==> src/rtl/spi_mstr_ss.sv <==
// spi_mstr_ss
//
// SPI master (mode 3: SCLK idles high, slaves drive on the falling edge and
// sample on the rising edge). It has a built-in five-way slave-select decode.
// One transaction moves one 16-bit word in each direction, MSB first.
//
// Handshake: a transaction is requested by holding wrt high for a cycle while
// busy is low (the FSM is in IDLE). cmd and ss are taken on that same edge and
// are ignored after that. busy rises on the next cycle. When the transaction
// ends, done pulses for one cycle, data becomes valid and busy falls in the
// same cycle. wrt in that done cycle starts the next transaction.
//
// Ports:
//   clk, rst_n          system clock, asynchronous active-low reset
//   wrt, cmd[15:0], ss  start request, word to send, target select (0..4, 5-7 none)
//   MISO                serial data from the slaves
//   SCLK, MOSI          SPI clock (idles high) and serial data to the slaves
//   *_ss_n              registered active-low slave selects
//   busy, done, data    transaction status and the received word
module spi_mstr_ss #(
  parameter int SCLK_DIV = 16  // clk cycles per SCLK period; even, >= 4
) (
  input  logic        clk,
  input  logic        rst_n,
  input  logic        wrt,
  input  logic [15:0] cmd,
  input  logic [2:0]  ss,
  input  logic        MISO,
  output logic        SCLK,
  output logic        MOSI,
  output logic        trig_ss_n,
  output logic        ch1_ss_n,
  output logic        ch2_ss_n,
  output logic        ch3_ss_n,
  output logic        EEP_ss_n,
  output logic        busy,
  output logic        done,
  output logic [15:0] data
);

  localparam int HALF = SCLK_DIV / 2;
  localparam int CW   = (HALF > 1) ? $clog2(HALF) : 1;

  typedef enum logic [1:0] {
    IDLE  = 2'd0,
    FRONT = 2'd1,
    SHIFT = 2'd2,
    BACK  = 2'd3
  } state_t;

  state_t        state_q, state_d;
  logic [CW-1:0] cnt_q;
  logic [3:0]    bit_q;
  logic          sclk_q;
  logic [15:0]   shift_q;
  logic          miso_smp_q;
  logic [4:0]    ss_n_q;      // {EEP, ch3, ch2, ch1, trig}
  logic          busy_q;
  logic          done_q;
  logic [15:0]   data_q;

  // Strobes produced by the next-state logic and consumed by the datapath.
  logic phase_end;
  logic load;
  logic first_fall;   // FRONT -> SHIFT: SCLK falls without a shift
  logic rise;
  logic fall;
  logic finish;

  // Active-low one-hot select for targets 0..4; codes 5..7 select nobody.
  function automatic logic [4:0] ss_decode(input logic [2:0] sel);
    logic [4:0] v;
    v = 5'h1f;
    if (sel < 3'd5) v[sel] = 1'b0;
    return v;
  endfunction

  assign phase_end = (cnt_q == CW'(HALF - 1));

  always_comb begin
    state_d    = state_q;
    load       = 1'b0;
    first_fall = 1'b0;
    rise       = 1'b0;
    fall       = 1'b0;
    finish     = 1'b0;
    unique case (state_q)
      IDLE: begin
        if (wrt) begin
          load    = 1'b1;
          state_d = FRONT;
        end
      end
      FRONT: begin
        if (phase_end) begin
          first_fall = 1'b1;
          state_d    = SHIFT;
        end
      end
      SHIFT: begin
        // SCLK low at the end of a half-period means a rising edge is due.
        if (phase_end) begin
          if (!sclk_q) begin
            rise = 1'b1;
            // The 16th high phase is spent in BACK.
            if (bit_q == 4'd15) state_d = BACK;
          end else begin
            fall = 1'b1;
          end
        end
      end
      BACK: begin
        if (phase_end) begin
          finish  = 1'b1;
          state_d = IDLE;
        end
      end
      default: state_d = IDLE;
    endcase
  end

  always_ff @(posedge clk or negedge rst_n) begin
    if (!rst_n) state_q <= IDLE;
    else        state_q <= state_d;
  end

  always_ff @(posedge clk or negedge rst_n) begin
    if (!rst_n) begin
      cnt_q      <= '0;
      bit_q      <= '0;
      sclk_q     <= 1'b1;
      shift_q    <= '0;
      miso_smp_q <= 1'b0;
      ss_n_q     <= 5'h1f;
      busy_q     <= 1'b0;
      done_q     <= 1'b0;
      data_q     <= '0;
    end else begin
      done_q <= 1'b0;

      if (state_q == IDLE) cnt_q <= '0;
      else                 cnt_q <= phase_end ? '0 : cnt_q + CW'(1);

      if (load) begin
        shift_q <= cmd;
        ss_n_q  <= ss_decode(ss);
        busy_q  <= 1'b1;
        bit_q   <= '0;
      end

      if (first_fall) sclk_q <= 1'b0;

      if (rise) begin
        sclk_q     <= 1'b1;
        miso_smp_q <= MISO;
        bit_q      <= bit_q + 4'd1;
      end

      if (fall) begin
        sclk_q  <= 1'b0;
        shift_q <= {shift_q[14:0], miso_smp_q};
      end

      // The last sampled bit is shifted in on the way out of BACK.
      if (finish) begin
        shift_q <= {shift_q[14:0], miso_smp_q};
        data_q  <= {shift_q[14:0], miso_smp_q};
        done_q  <= 1'b1;
        busy_q  <= 1'b0;
        ss_n_q  <= 5'h1f;
      end
    end
  end

  assign SCLK      = sclk_q;
  assign MOSI      = shift_q[15];
  assign trig_ss_n = ss_n_q[0];
  assign ch1_ss_n  = ss_n_q[1];
  assign ch2_ss_n  = ss_n_q[2];
  assign ch3_ss_n  = ss_n_q[3];
  assign EEP_ss_n  = ss_n_q[4];
  assign busy      = busy_q;
  assign done      = done_q;
  assign data      = data_q;

endmodule

==> config.mk <==
export PLATFORM = sky130hd
export DESIGN_NAME = spi_mstr_ss
export DESIGN_NICKNAME = d
export VERILOG_FILES = /design/src/rtl/spi_mstr_ss.sv
export SDC_FILE = /design/constraint.sdc
export NUM_CORES = 1
export LEC_CHECK = 0
export BUFFER_PORTS_ARGS = -buffer_cell sky130_fd_sc_hd__clkbuf_2
export CORE_MARGIN = 5
export CORE_UTILIZATION = 25
export CTS_BUF_LIST = sky130_fd_sc_hd__clkbuf_4 sky130_fd_sc_hd__clkbuf_8 sky130_fd_sc_hd__clkbuf_16
export CTS_CLUSTER_DIAMETER = 100
export DETAILED_ROUTE_END_ITERATION = 12
export GPL_TIMING_DRIVEN = 0
export HOLD_SLACK_MARGIN = 0.1
export PLACE_DENSITY = 0.43
export SKIP_CTS_REPAIR_TIMING = 1
export SLEW_MARGIN = 40
export SYNTH_ARGS = -nofsm -noshare
export SYNTH_HDL_FRONTEND = slang
export SYNTH_SLANG_ARGS = --single-unit
==> constraint.sdc <==
create_clock -name clk -period 1.9 [get_ports clk]
set_input_delay 0.38 -clock clk [delete_from_list [all_inputs] [get_ports clk]]
set_output_delay 0.38 -clock clk [all_outputs]
set_load 0.005 [all_outputs]
==> results of run 1 <==
-- critical path: cells and delay by family (launching register included) --
family / cells / cell delay (ps)
AO/OA/AOI/OAI: 2 / 520
flip-flops: 1 / 390
buffers and inverters: 1 / 300
adder cells (fa/ha/maj): 2 / 480
AND/OR/NAND/NOR: 1 / 60
-- synth_stat cells, drive strengths merged (2+ instances only) --
master,count,area [um^2]
dfrtp,44,1100
clkbuf,3,11.3
buf,7,35.0
nand2,36,135
mux2,18,206
a31oi,16,100
o21ai,9,45.0
nor2,24,90.1
nor3b,2,15.0
ha,8,100
nor4b,3,26.3
dfstp,6,158
nor3,2,10.0
nor2b,2,12.5
inv,4,15.0
nand3,4,20.0
-- kinds of logic (layout without fill, tap and decap cells) --
| kind of cell | Yosys count | in the layout | synth area share (%) |
|---|---|---|---|
| AND/OR/NAND/NOR | 79 | 79 | 16.6 |
| flip-flops | 50 | 50 | 56.4 |
| AO/OA/AOI/OAI | 30 | 30 | 9.70 |
| multiplexers | 19 | 19 | 9.70 |
| buffers and inverters | 14 | 69 | 2.75 |
| adder cells (fa/ha/maj) | 8 | 8 | 4.48 |
| XOR/XNOR | 1 | 1 | 0.392 |
-- power breakdown --
group / internal (uW) / total [uW] / leakage (uW) / switching (uW)
logic: 20.4 / 54.2 / 0.000718 / 33.8
clock network: 403 / 806 / 0.0000591 / 403
registers: 1070 / 1070 / 0.000573 / 2.42
-- how the worst max path moves through the flow --
stage / startpoint / to / cells past startpoint
4_1_cts: cnt_q[0]$_DFF_PN0_ / shift_q[15]$_DFFE_PN0P_ / 5
3_5_place_dp: cnt_q[0]$_DFF_PN0_ / shift_q[11]$_DFFE_PN0P_ / 5
3_3_place_gp: cnt_q[0]$_DFF_PN0_ / shift_q[15]$_DFFE_PN0P_ / 5
5_1_grt: cnt_q[0]$_DFF_PN0_ / shift_q[15]$_DFFE_PN0P_ / 6
2_1_floorplan: state_q[0]$_DFFE_PN0P_ / state_q[1]$_DFFE_PN0P_ / 5
6_report: cnt_q[0]$_DFF_PN0_ / shift_q[15]$_DFFE_PN0P_ / 6
-- registers in the layout (all words and copies together), names as in the netlist --
| name | flops |
|---|---|
| data | 16 |
| shift_q | 16 |
| ss_n_q | 5 |
| bit_q | 4 |
| cnt_q | 3 |
| state_q | 2 |
| SCLK | 1 |
| busy | 1 |
| done | 1 |
| miso_smp_q | 1 |
-- cell type report --
cell class                 count  area (um^2)
clock inverter                 3         47.5
timing repair buffer          47          238
clock buffer                   5         68.8
fill                         922         5990
buffer                        10         56.3
inverter                       4         15.0
tap                          108          135
multi-input combinational    137          912
sequential                    50         1260
-- per-layer routing --
layer / part of all wire, % / GRT usage (%) / vias up
met1: 48 / 12.9 / 793
met3: 4.4 / 3.04 / 2
met5: 0 / 0 / -
met2: 47 / 16.0 / 36
li1: - / - / 799
met4: 0.64 / 2.78 / 0
-- cell usage in the layout, fill, tap and decap left out, types with 5 or more instances in the layout --
cell / Yosys / routed
a31oi_1: 16 / 16
clkbuf_2: 0 / 48
clkbuf_8: 0 / 5
dfrtp_1: 44 / 44
dfstp_2: 6 / 6
ha_1: 8 / 8
mux2_2: 17 / 17
nand2_1: 36 / 36
nor2_1: 24 / 24
o21ai_0: 6 / 6
-- through the flow --
stage | utilization [%] | worst slack, ps | cell area (um^2) | hold slack, ps
after floorplan | - | 272 | 2230 | 84.4
after global placement | 29.8 | -17.8 | 2600 | 427
after detailed placement | 29.9 | -27.5 | 2610 | 426
after CTS | 31.2 | -57.7 | 2720 | 171
after global routing | 31.3 | -27.7 | 2730 | 147
final | 31.3 | 69.6 | 2730 | 95.5
==> flow_summary.toml, run 1 <==
[clocking]
cts_tree = "yes"
clock_sinks = 50
cts.clk_slew.worst_paths_ps = 110
clkLatencyLatePin_ps = 310
root_buffer = "clkbuf_8"
ctsHtreeMaxLevel = 2
cts-buffers-inserted = 5
clk_path_buf_depth = 2

[timing]
rsz0062_at_grt = "true"
setup_viol = 0
hold_violations = 0
worst_slew_pin_slew_ps = 678
slew_violations = 0
fin_crit_ps = 1830
setup_tns_ps = 0
slew_headroom_pct = 54.8
fmax_mhz = 546
post-route-period-util_pct = 96.3
clock_skew_ps = 14.2

[floorplan]
fp.dieH_um = 104
die_w_um = 104
std_cell_rows = 34
start_util_pct = 25.6
die_area_um2 = 10900
io_pins = 48
core_area_um2 = 8720

[critical_path]
critPathArrivalTime_ps = 2060
worstReg2RegEnd = "shift_q[15]$_DFFE_PN0P_"
worst_path_max_delay_cell = "dfrtp_1"
setup.worst_path.end_class = "register"
timing.rr.start = "cnt_q[0]$_DFF_PN0_"
reg2reg_slack_ps = 70
cp_slowest_stage_delay_ps = 390
path_class = "register to register"
r2r_cells = 6
crit_chain = "ha_1 > ha_1 > a32oi_2 > clkbuf_4 > nor2_1 > a31oi_1"
required_ps = 2130
crit_top_cell = "ha_1"
worstPathMaxFanout = 10
critical_path.startpoint_type = "register"

[final_layout]
diodes = 0
syn_to_final_growth_pct = 22.4
instances_no_fill = 364
drive_gt1_share_pct = 36.3
fin_nets = 286

[worst_hold_path]
hold_path.class = "input port to async pin"

[power_and_ir_drop]
leakagePower_uw = 0.00135
p_per_area_nw_per_um2 = 706
total_power_uw = 1930
ir_drop_mv = 0.298

[yosys]
synth_cells = 201
ys_ff_latch = 50
synth-async-reset-ratio_pct = 100
syn_area_per_cell_um2 = 11.1
synth_nets = 232
yosys_most_used_dff = "dfrtp_1"
synth_edf_count = 0
ys_warn_count = 0
ys_types = 31
synth_seq_area_share_pct = 56.4
syn_area_um2 = 2230

[global_route]
antenna_found_initial = 0
first_global_vias = 1746
grt_overflow = 0
grt_pass1_wl_um = 8790
grt_usage_pct = 9.95
grt_max_degree = 51

[detailed_routing]
ant_nets = 0
drc = 0
avgRoutedWirePerCell_um = 14.5
via_count = 1630
wl_um = 5290
drt_first_pass_iters = 4
vias_per_cell = 4.48
dr.first_iter.drc_count = 71

[place]
place_inst = 356
gp_congestion = 0.739
portBuffers = 47
dp_hpwl_um = 3740

[run_status]
status = "finished clean"

[flow_run]
cap_violations = 0
Power figures use the tool's default switching activity.
==> inputs of run 2 (changes only) <==
- clock period: 1.9 -> 2 ns (I/O delays scaled with it)
==> run 2 against run 1 <==
  * Wire length down 0.13%
  * Worst hold slack improved by 20 ps
  * Cell count stayed put
  * Register-to-register slack gained 80 ps
  * Via count fell by 0.49%
  * Worst setup slack gained 82 ps
  * Clock skew decreased by 1.2 ps
  * Maximum frequency is 0.99% lower
==> flow_summary.toml, run 2 (same netlist as run 1, synthesis figures left out) <==
[global_route]
antenna_found_initial = 0
grt_overflow = 0
grt_max_degree = 51
first_global_vias = 1746
grt_pass1_wl_um = 8790
grt_usage_pct = 9.95

[timing]
slew_headroom_pct = 54.8
setup_tns_ps = 0
hold_violations = 0
worst_slew_pin_slew_ps = 678
setup_ws_ps = 151
post-route-period-util_pct = 92.4
fin_crit_ps = 1850
setup_viol = 0
fmax_mhz = 541
slew_violations = 0
clock_skew_ps = 13.0
rsz0062_at_grt = "false"

[floorplan]
io_pins = 48
start_util_pct = 25.6
std_cell_rows = 34
fp.dieH_um = 104
die_area_um2 = 10900
die_w_um = 104
core_area_um2 = 8720

[critical_path]
crit_chain = "ha_1 > ha_1 > a32oi_2 > buf_2 > nor2_1 > a31oi_1"
critical_path.startpoint_type = "register"
worstPathMaxFanout = 10
worst_path_max_delay_cell = "dfrtp_1"
critPathArrivalTime_ps = 2080
setup.worst_path.end_class = "register"
path_class = "register to register"
required_ps = 2230
crit_buf_inv = 1
crit_top_cell = "ha_1"
cp_slowest_stage_delay_ps = 390
critPathTopFamily = "compound AO/OA/AOI/OAI gates"

[place]
place_area_um2 = 2610
gp_congestion = 0.739
portBuffers = 47
pre_cts_slack_ps = 72.5
dp_hpwl_um = 3740

[power_and_ir_drop]
p_per_area_nw_per_um2 = 674
leakagePower_uw = 0.00134
ir_drop_mv = 0.285

[worst_hold_path]
hold_path.class = "input port to async pin"

[clocking]
cts_tree = "yes"
root_buffer = "clkbuf_8"
clk_path_buf_depth = 2
cts.clk_slew.worst_paths_ps = 100
clkLatencyLatePin_ps = 310
clock_sinks = 50
ctsHtreeMaxLevel = 2
cts-buffers-inserted = 5

[flow_run]
cap_violations = 0

[final_layout]
post-route-util_pct = 31.2
diodes = 0
final_cell_mix = "clkbuf_2, dfrtp_1, nand2_1"
syn_to_final_growth_pct = 22.0
drive_gt1_share_pct = 35.9
layout_commonest_cell = "clkbuf_2"
fin_area_um2 = 2720
fin_nets = 286

[run_status]
status = "finished clean"

[detailed_routing]
dr.first_iter.drc_count = 70
drt_first_pass_iters = 4
wl_um = 5290
drc = 0
via_count = 1622
ant_nets = 0
vias_per_cell = 4.46
avgRoutedWirePerCell_um = 14.5
[run 2: changes by cell type in the layout (fill, tap and decap cells not counted), sizes merged]
cell and delta:
clkbuf -3, buf +3
[run 2: worst paths after layout]
kind	cells past startpoint	slack (ps)	end	startpoint
max reg2reg	6	150	shift_q[15]$_DFFE_PN0P_	cnt_q[0]$_DFF_PN0_
min in group clk	3	310	shift_q[9]$_DFFE_PN0P_	cmd[9]
max	6	150	shift_q[15]$_DFFE_PN0P_	cnt_q[0]$_DFF_PN0_
min	1	120	cnt_q[0]$_DFF_PN0_	rst_n
max in group asynchronous	1	1420	shift_q[1]$_DFFE_PN0P_	rst_n
min reg2reg	1	440	cnt_q[0]$_DFF_PN0_	cnt_q[0]$_DFF_PN0_
[run 2: metrics by stage]
step	instances	total power (uW)	hold slack [ps]
4_1_cts	364	1860	191
6_report	364	1830	115
3_3_place_gp	356	1090	427
5_1_grt	364	1910	167
3_5_place_dp	356	1090	426
2_1_floorplan	201	1040	104
[run 2: area by class of cell]
| type | instances | area, um^2 |
|---|---|---|
| Clock buffer | 5 | 68.8 |
| Sequential cell | 50 | 1260 |
| Buffer | 10 | 47.5 |
| Fill cell | 923 | 6000 |
| Timing Repair Buffer | 47 | 238 |
| Tap cell | 108 | 135 |
| Inverter | 4 | 15.0 |
| Multi-Input combinational cell | 137 | 912 |
| Clock inverter | 3 | 47.5 |
[run 2: per-layer routing]
metal / part of all wire, % / track usage (%)
met1: 47 / 12.9
met2: 48 / 16.0
met3: 4.7 / 3.04
met4: 0.64 / 2.78
met5: 0 / 0
[run 2: report_power, final]
part	leakage (uW)	total (uW)	internal [uW]	switching, uW
combinational	0.000709	51.5	19.4	32.1
clock	0.0000591	766	383	384
sequential	0.000573	1020	1010	2.28
==> inputs of run 3 (changes only) <==
- ABC_AREA: default -> 1
- CORE_ASPECT_RATIO: default -> 0.9
==> run 3 against run 2 <==
  * Worst setup slack better by 130 ps
  * Cell count up 24%
  * Non-clock buffer count down 2
  * Flip-flop and latch count unchanged
  * Power up 77%
  * Sequential power up 55%
  * Critical path depth down 1
  * Clock power down 17%
  * Largest power group unchanged
  * Highest routed layer unchanged
==> flow_summary.toml, run 3 <==
[power_and_ir_drop]
seqPwrFrac_pct = 48.9
p_per_area_nw_per_um2 = 1140
p_comb_share_pct = 31.6
power.switching_uw = 1140
p_int_uw = 2100
leakagePower_uw = 0.00150
p_clk_share_pct = 19.5
sw_frac_of_total_pct = 35.2
ir_drop_mv = 0.374
total_power_uw = 3240

[yosys]
synth_largest_area_cell = "dfrtp_1"
syn_area_per_cell_um2 = 8.54
synth_nets = 306
synth_seq_area_share_pct = 53.6
synth_edf_count = 0
synth-async-reset-ratio_pct = 100
synth_cells = 275
synthAdderAreaFrac_pct = 4.26
yosys.area_share.simple_pct = 29.0
yosysTopAreaCellShare_pct = 46.9
synth_top_family_by_area = "simple AND/OR/NAND/NOR gates"
syn_area_um2 = 2350
yosys_most_used_dff = "dfrtp_1"
netlist_top_cells_count = "nand2_1, dfrtp_1, inv_1"
ys_warn_count = 0
ys_ff_latch = 50
synth.area.mux_share_pct = 0
synth_most_common_cell = "nand2_1"
synth_compound_area_share_pct = 5.97
ys_types = 24
synth.area.top_cells = "dfrtp_1, nand2_1, dfstp_2, nand3_1, inv_1"
synth_xor_area_share_pct = 0

[timing]
hold_violations = 0
slew_violations = 0
setup_viol = 0
setup_tns_ps = 0
clock_skew_ps = 5.49
post-route-period-util_pct = 85.9
worst_slew_pin_slew_ps = 712
fin_crit_ps = 1720
slew_headroom_pct = 52.5
setup_ws_ps = 281
holdWs_ps = 170
fmax_mhz = 582
rsz0062_at_grt = "false"

[detailed_routing]
ant_nets = 0
vias_per_cell = 4.22
wl_um = 6020
avgRoutedWirePerCell_um = 13.3
drt_first_pass_iters = 4
via_count = 1909
drc = 0
dr.first_iter.drc_count = 71

[final_layout]
multiInputGateArea_um2 = 922
regArea_um2 = 1260
diodes = 0
fin_nets = 360
drive_gt1_share_pct = 22.4
layout_commonest_cell = "nand2_1"
final.fill_count = 983
final_cell_mix = "nand2_1, clkbuf_2, dfrtp_1"
syn_to_final_growth_pct = 20.7
post-route-util_pct = 31.1

[clocking]
ctsHtreeMaxLevel = 2
clkLatencyLatePin_ps = 300
root_buffer = "clkbuf_8"
cts-buffers-inserted = 5
clk_path_buf_depth = 2
cts_tree = "yes"
cts.clk_slew.worst_paths_ps = 90
clock_sinks = 50

[global_route]
grt_max_degree = 51
first_global_vias = 2050
antenna_found_initial = 0
grt_usage_pct = 11.1
grt_overflow = 0
grt_pass1_wl_um = 10100

[floorplan]
start_util_pct = 25.7
std_cell_rows = 33
core_area_um2 = 9130
die_w_um = 112
die_area_um2 = 11400
fp.dieH_um = 102
io_pins = 48

[worst_hold_path]
hold_path.class = "input port to async pin"

[critical_path]
reg2reg_slack_ps = 280
timing.rr.start = "cnt_q[0]$_DFF_PN0_"
r2r_cells = 5
required_ps = 2170
critPathArrivalTime_ps = 1890
path_class = "register to register"
worstPathMaxFanout = 10
setup.worst_path.end_class = "register"
worstReg2RegEnd = "data[2]$_DFFE_PN0P_"
crit_start = "cnt_q[0]$_DFF_PN0_"
critical_path.startpoint_type = "register"

[place]
dp_hpwl_um = 4340
gp_congestion = 0.733
portBuffers = 47
pre_cts_slack_ps = 199

[flow_run]
cap_violations = 0

[run_status]
status = "finished clean"
[run 3: cell types whose count changed after synthesis, sizes merged, moves of 8 or more]
cell / delta
o21ai: +12
inv: +27
mux2: -18
nand2: +56
nand3: +22
nor2: -8
nand3b: +10
a31oi: -14
[run 3: routing by layer]
metal | vias to the layer above | wire length, um | GRT usage, %
met3 | 7 | 243 | 2.72
met1 | 885 | 3080 | 15.1
met4 | 0 | 55 | 2.87
li1 | 979 | - | -
met5 | - | 0 | 0
met2 | 38 | 2640 | 18.0
[run 3: how the worst max path moves through the flow]
stage	endpoint	depth (start not counted)
5_1_grt	busy$_DFFE_PN0P_	6
3_3_place_gp	data[15]$_DFFE_PN0P_	5
3_5_place_dp	data[2]$_DFFE_PN0P_	5
4_1_cts	data[2]$_DFFE_PN0P_	5
6_report	data[2]$_DFFE_PN0P_	5
2_1_floorplan	shift_q[11]$_DFFE_PN0P_	7
[run 3: worst max-delay path, stage by stage (launching register included)]
cell      delay, ps
dfrtp_1         390
ha_1            210
ha_1            240
nand2_4         160
clkbuf_1        420
o21ai_0         160
[run 3: cell type report]
cell class                      instances  share of cell area (%)
Sequential cell                        50                    44.4
Timing Repair Buffer                   47                    8.39
Inverter                               31                    4.11
Clock inverter                          1                   0.177
Multi-Input combinational cell        186                    32.5
Buffer                                  8                    1.81
Tap cell                              122                    5.39
Clock buffer                            7                    3.18
[run 3: logic make-up (layout without fill, tap and decap cells)]
| group | count (synthesis) | count (layout) |
|---|---|---|
| and+or+nand+nor | 151 | 151 |
| DFF | 50 | 50 |
| buffers and inverters | 39 | 94 |
| AOI/OAI and AO/OA | 27 | 27 |
| adders and majority gates | 8 | 8 |
[run 3: stage by stage]
stage,area (um^2),instances
after floorplan,2350,275
after CTS,2830,452
after global placement,2740,444
after global routing,2830,452
final,2830,452
after detailed placement,2740,444
[run 3: power by group through the flow]
stage	Combinational [uW]	Clock, uW	Sequential [uW]
3_3_place_gp	1050	0	1600
6_report	1030	632	1580
4_1_cts	1070	668	1590
5_1_grt	1220	698	1640
3_5_place_dp	1060	0	1610
2_1_floorplan	686	0	1570
